## src/rtl/conv_encoder.sv

```systemverilog
// conv_encoder -- rate-1/2, constraint-length-3 convolutional encoder.
//
// Accepts one information bit per handshake and emits one 2-bit coded symbol
// per handshake. Frames are FRAME_LEN information bits long. With
// CONV_ENC_TAIL_EN defined, each frame is followed by two zero tail bits so
// the downstream 4-state Viterbi trellis ends in state 0 (FRAME_LEN+2
// symbols). Without it, the last data symbol closes the frame (FRAME_LEN
// symbols).
//
// Build-time option: CONV_ENC_TAIL_EN (define to enable tail insertion).
//
// Ports:
//   i_clk     clock, rising edge
//   i_rst_n   asynchronous active-low reset
//   i_start   one-cycle pulse starting a frame (honoured only when idle)
//   i_valid   upstream information bit valid
//   i_data    information bit
//   o_ready   encoder accepts i_data this cycle
//   o_valid   o_symbol valid
//   i_ready   downstream accepts o_symbol
//   o_symbol  coded symbol {c0,c1}; c0 from G0, c1 from G1
//   o_sof     first symbol of frame (qualified by o_valid)
//   o_eof     last symbol of frame (qualified by o_valid)
//   o_busy    frame in progress (DATA or TAIL)
//   o_done    pulse when the eof symbol is handed off
module conv_encoder #(
   parameter int          FRAME_LEN = 16,
   parameter logic [2:0]  G0        = 3'b111,
   parameter logic [2:0]  G1        = 3'b101
) (
   input  logic       i_clk,
   input  logic       i_rst_n,
   input  logic       i_start,
   input  logic       i_valid,
   input  logic       i_data,
   output logic       o_ready,
   output logic       o_valid,
   input  logic       i_ready,
   output logic [1:0] o_symbol,
   output logic       o_sof,
   output logic       o_eof,
   output logic       o_busy,
   output logic       o_done
);

   localparam int CNT_W = $clog2(FRAME_LEN + 1);

   typedef enum logic [1:0] {IDLE, DATA, TAIL} state_t;

   state_t             state, state_nxt;
   logic [1:0]         s;          // s[0] = previous bit, s[1] = bit before that
   logic [CNT_W-1:0]   bit_cnt;
   logic               sof_pend;   // next loaded symbol opens the frame
   logic               load_ok;
   logic               enc_en;
   logic               u;
   logic               eof_sym;
   logic               last_data;
`ifdef CONV_ENC_TAIL_EN
   logic               tail_cnt;   // 0 = first tail symbol, 1 = second
`endif

   // r = {u, s[0], s[1]}; symbol = {c0, c1}
   function automatic logic [1:0] encode(input logic bit_u, input logic [1:0] st);
      logic [2:0] r;
      r      = {bit_u, st[0], st[1]};
      encode = {^(r & G0), ^(r & G1)};
   endfunction

   assign load_ok   = !o_valid || i_ready;
   assign last_data = (bit_cnt == CNT_W'(FRAME_LEN - 1));
   assign o_busy    = (state != IDLE);
   assign o_done    = o_valid && i_ready && o_eof;

   always_comb begin
      state_nxt = state;
      o_ready   = 1'b0;
      enc_en    = 1'b0;
      u         = i_data;
      eof_sym   = 1'b0;
      case (state)
         IDLE: begin
            if (i_start) state_nxt = DATA;
         end
         DATA: begin
            o_ready = load_ok;
            if (i_valid && load_ok) begin
               enc_en = 1'b1;
               if (last_data) begin
`ifdef CONV_ENC_TAIL_EN
                  state_nxt = TAIL;
`else
                  state_nxt = IDLE;
                  eof_sym   = 1'b1;
`endif
               end
            end
         end
`ifdef CONV_ENC_TAIL_EN
         TAIL: begin
            u = 1'b0;
            if (load_ok) begin
               enc_en = 1'b1;
               if (tail_cnt) begin
                  state_nxt = IDLE;
                  eof_sym   = 1'b1;
               end
            end
         end
`endif
         default: state_nxt = IDLE;
      endcase
   end

   // Control and encoder state
   always_ff @(posedge i_clk or negedge i_rst_n) begin
      if (!i_rst_n) begin
         state    <= IDLE;
         s        <= 2'b00;
         bit_cnt  <= '0;
         sof_pend <= 1'b0;
`ifdef CONV_ENC_TAIL_EN
         tail_cnt <= 1'b0;
`endif
      end else begin
         state <= state_nxt;
         if (state == IDLE && i_start) begin
            s        <= 2'b00;
            bit_cnt  <= '0;
            sof_pend <= 1'b1;
`ifdef CONV_ENC_TAIL_EN
            tail_cnt <= 1'b0;
`endif
         end else if (enc_en) begin
            s        <= {s[0], u};
            sof_pend <= 1'b0;
            if (state == DATA)
               bit_cnt <= last_data ? '0 : bit_cnt + CNT_W'(1);
`ifdef CONV_ENC_TAIL_EN
            if (state == TAIL)
               tail_cnt <= ~tail_cnt;   // returns to 0 after the second tail bit
`endif
         end
      end
   end

   // Output register: loads whenever empty or being drained, holds under backpressure
   always_ff @(posedge i_clk or negedge i_rst_n) begin
      if (!i_rst_n) begin
         o_valid  <= 1'b0;
         o_symbol <= 2'b00;
         o_sof    <= 1'b0;
         o_eof    <= 1'b0;
      end else if (enc_en) begin
         o_valid  <= 1'b1;
         o_symbol <= encode(u, s);
         o_sof    <= sof_pend;
         o_eof    <= eof_sym;
      end else if (i_ready) begin
         o_valid  <= 1'b0;
      end
   end

endmodule

```

## config.mk

```make
export PLATFORM = sky130hd
export DESIGN_NAME = conv_encoder
export DESIGN_NICKNAME = d
export VERILOG_FILES = /design/src/rtl/conv_encoder.sv
export SDC_FILE = /design/constraint.sdc
export NUM_CORES = 1
export LEC_CHECK = 0
export BUFFER_PORTS_ARGS = -buffer_cell sky130_fd_sc_hd__clkbuf_2
export CORE_MARGIN = 2
export CORE_UTILIZATION = 40
export CTS_CLUSTER_SIZE = 14
export DETAILED_ROUTE_END_ITERATION = 6
export PLACE_DENSITY = 0.61
export SKIP_CTS_REPAIR_TIMING = 1
export SLEW_MARGIN = 20
export SYNTH_ARGS = -nofsm -noshare
export SYNTH_HDL_FRONTEND = slang
export SYNTH_SLANG_ARGS = --single-unit
```

## constraint.sdc

```tcl
create_clock -name i_clk -period 1.1 [get_ports i_clk]
set_input_delay 0.22 -clock i_clk [delete_from_list [all_inputs] [get_ports i_clk]]
set_output_delay 0.22 -clock i_clk [all_outputs]
set_load 0.005 [all_outputs]
```

Word level (Yosys, flattened, before mapping)
Index checks and enable logic that the tools add are counted.

Equality and inequality tests: 5. $add $sub $neg: 1. Multiplexer cells: 20. Reduce and logical (&&, ||, !) cells: 15.

Operators with widths (number): $mux W5 (4); $mux W1 (10); $mux W2 (5); $reduce_bool A2 Y1 (4); $ne A2 B2 Y1 const B (3); $reduce_xor A3 Y1 (2); $add A5 B1 Y5 const B (1); $eq A5 B4 Y1 const B (1); $logic_and A1 B1 Y1 (4); $pmux W2 S2 (1); $reduce_and A3 Y1 (1); $eq A2 B1 Y1 const B (1); $logic_not A2 Y1 (1); $reduce_and A2 Y1 (1); $logic_not A1 Y1 (1); $logic_or A1 B1 Y1 (1).

Register bits after elaboration: 15. Input bits: 6. Output and inout bits: 8.

Logic depth before layout (Yosys ltp)
Depth after elaboration: 7. Gate-level depth with buffers: 5. Mapped depth without buffers: 4.

Worst setup path before layout
No wires, ideal clock.

Kind: reg-to-reg. Start point: reg o_valid. End point: reg bit_cnt[3]. Arrival: 1.012 ns. Path buffers: 0. Setup time: 0.069 ns. Path slack: 0.019 ns. Stages on the path, launching flop included: 5. Path through: dfrtp_1 -> nand2b_4 -> nand3_4 -> or3_1 -> nand3_1.

Word-level cells in the longest chain between the ends: 7.

Ends and longest elaborated chain: start, declared (RTL line 37) `output logic o_valid,`; start signal, assigned (RTL line 150) `o_valid <= 1'b0;`; start signal, assigned (RTL line 155) `o_valid <= 1'b1;`; start signal, assigned (RTL line 160) `o_valid <= 1'b0;`; $logic_not A1 Y1 (RTL line 70) `assign load_ok = !o_valid || i_ready;`; $logic_or A1 B1 Y1 (RTL line 70); $logic_and A1 B1 Y1 (RTL line 87) `if (i_valid && load_ok) begin`; $mux W1 (RTL line 87); $mux W1 (RTL line 81) `case (state)`; $reduce_bool A2 Y1 (no line); $reduce_and A2 Y1 (no line); end signal, assigned (RTL line 138) `bit_cnt <= last_data ? '0 : bit_cnt + CNT_W'(1);`; end, declared (RTL line 52) `logic [CNT_W-1:0] bit_cnt;`.

Every way passes these cells. A chain may end at the register's enable or synchronous reset.

Worst setup path in the final report
Start point: reg o_valid. End point: out o_done.

Word-level cells in the longest chain between the ends: 2.

Ends and longest elaborated chain: $logic_and A1 B1 Y1 (2 in series) (RTL line 73) `assign o_done = o_valid && i_ready && o_eof;`; end, declared (RTL line 43) `output logic o_done`.

Every way passes these cells.

==> reports/metrics.csv <==
metric,value,unit
root_buffer,clkbuf_4,
arrival,1.06,ns
path_class,reg -> out,
period_share,116,%
antenna_found_initial,0,
dieWidth,44.1,um
place_area,763,um^2
min_period,1.28,ns
ys_ff_latch,14,
coreArea,1510,um^2
first_global_vias,479,
tightest_slew,0.350,ns
cts_tree,yes,
grt_pass1_wl,2.03,mm
drv_cap,0,
tns,-0.934,ns
worstSkewPairLatency,0.28,ns
path_max_fanout,2,
cts.sinks,14,
grt_max_degree,15,
irDropWorstVdd,1.24,mV
fin_total_pwr,0.00173,W
syn_to_final_growth,51.7,%
multi_input_area,339,um^2
hold_viol_final,0,
synth_cells,62,
drive_gt1_share,53.8,%
drv_slew,0,
syn-num-nets,69,
power.density,1770,nW/um^2
synth_area_per_cell,10.4,um^2
min_path_type,in -> reg,
initial_core_util,42.6,%
final_cell_count_no_fill,107,
finalInstanceArea,973,um^2
violations,setup timing,
antenna_cells,0,
die_area,1940,um^2
cts_buffer_depth,2,
num_rows,14,
rsz0062_at_grt,true,
port_buffers,13,
yosys.cell_types.count,24,
skew,0.000660,ns
cp_slowest_cell,dfrtp_1,
cp.required,0.88,ns
setup_violations,16,
antenna_left,0,
yosys_warnings,0,
path_cells,buf_6 -> and3_4 -> clkbuf_2,
max_freq,0.782,GHz
synth_area,642,um^2
num_vias,556,
p_leak,0.487,nW
clk_pin_slew,0.08,ns
status,"finished, violations left",
grt_use_total,15.2,%
nets,99,
nFillCells,125,
drt-total-wl,1.49,mm
max_stage_delay,0.42,ns
slew_headroom,76.7,%
cts.htree.levels,1,
vias_per_cell,5.20,
regArea,352,um^2
synth.yosys.seq_area_share,54.6,%
drt_drc_violations_left,0,
drt-pass1-iter-count,4,
post_drt_wl_per_cell,13.9,um
gp_congestion,0.752,
dp.final_hpwl,868,um
die_height,44.1,um
drt-initial-drc-count,7,
cp-end-kind,output port,
io_pins,14,
fin_ws,-0.179,ns
start_kind,flip-flop,
post-place-cells,96,
grt-ovfl-total,0,
numCtsBuffers,3,
timing.hold.ws,0.171,ns
path summary, 6_finish.rpt:
path / start / to / slack (ns) / cells past startpoint
max: o_valid / o_done / -0.18 / 3
min: i_data / s[0] / 0.17 / 3
max reg2reg: o_valid / bit_cnt[3] / -0.12 / 5
min reg2reg: o_sof / o_sof / 0.48 / 2
max in group asynchronous: i_rst_n / state[0] / 0.45 / 2
min in group asynchronous: i_rst_n / o_symbol[0] / 0.37 / 2
state kept, by name, summed over array words and instances (netlist names):
register and cells:
state 1, s 2, sof_pend 1, bit_cnt 5, o_sof 1, o_eof 1, o_valid 1, o_symbol 2
stage by stage:
step,util (%),setup slack (ns)
6_report,64.6,-0.179
5_1_grt,64.6,-0.231
4_1_cts,53.1,-0.200
3_5_place_dp,50.7,-0.0220
3_3_place_gp,50.7,-0.0121
2_1_floorplan,-,0.0193
routing by layer:
| metal | vias to the layer above | global-route usage [%] | part of all wire (%) |
|---|---|---|---|
| met1 | 267 | 17.3 | 43 |
| met2 | 16 | 22.9 | 53 |
| met5 | - | 0 | 0 |
| li1 | 273 | - | - |
| met4 | 0 | 7.27 | 0 |
| met3 | 0 | 8.57 | 4.7 |
cells by family (layout without fill, tap and decap cells):
| group | count (synthesis) | after routing | synth area share, % |
|---|---|---|---|
| muxes | 1 | 1 | 1.56 |
| adders and majority gates | 1 | 1 | 1.95 |
| and+or+nand+nor | 35 | 35 | 30.0 |
| xor gates and xnor gates | 2 | 2 | 2.73 |
| buffers and inverters | 2 | 31 | 2.53 |
| AOI/OAI and AO/OA | 7 | 7 | 6.63 |
| DFF | 14 | 14 | 54.6 |
critical path: cells and delay by family (launching register included):
| family | cells | cell delay, ns |
|---|---|---|
| buf+inv | 2 | 0.23 |
| simple gates | 1 | 0.13 |
| flops | 1 | 0.42 |
power breakdown:
part | internal [W] | total [W] | switching (W)
clock network | 0.000201 | 0.000371 | 0.000169
registers | 0.000637 | 0.000757 | 0.000120
logic | 0.000331 | 0.000598 | 0.000267
total | 0.00117 | 0.00173 | 0.000556
cells in the mapped netlist:
master	instances	area, um^2
nand4_1	1	6.26
and2_1	1	6.26
nand3_1	6	30.0
xnor2_1	1	8.76
o22a_1	1	8.76
a21oi_1	2	10.0
nand3_4	1	17.5
buf_2	1	5.00
nand4b_1	1	8.76
xor2_1	1	8.76
dfrtp_1	14	350
and2b_1	1	7.51
mux2i_1	1	10.0
nand2_1	17	63.8
a41oi_1	1	8.76
o21ai_0	3	15.0
or3_1	1	6.26
nand2b_1	1	6.26
nand2_2	1	6.26
nand3b_1	1	7.51
buf_6	1	11.3
ha_1	1	12.5
nand2b_4	1	13.8
and3_1	2	12.5
cells in the final DEF (no fill, tap or decap), types with 2 or more instances in the layout:
| master | count |
|---|---|
| o21ai_2 | 2 |
| buf_6 | 7 |
| nand3_1 | 5 |
| dfrtp_1 | 13 |
| nand2_4 | 2 |
| buf_4 | 5 |
| nand2_2 | 5 |
| clkbuf_2 | 12 |
| clkbuf_4 | 3 |
| and3_4 | 2 |
| nand2_1 | 11 |
cell type report:
type	count	area share, %
Sequential cell	14	36.1
Clock buffer	4	3.73
Tap cell	16	2.06
Multi-Input combinational cell	46	34.8
Timing Repair Buffer	27	23.3
Note: power is estimated with default switching activity, not from simulation.
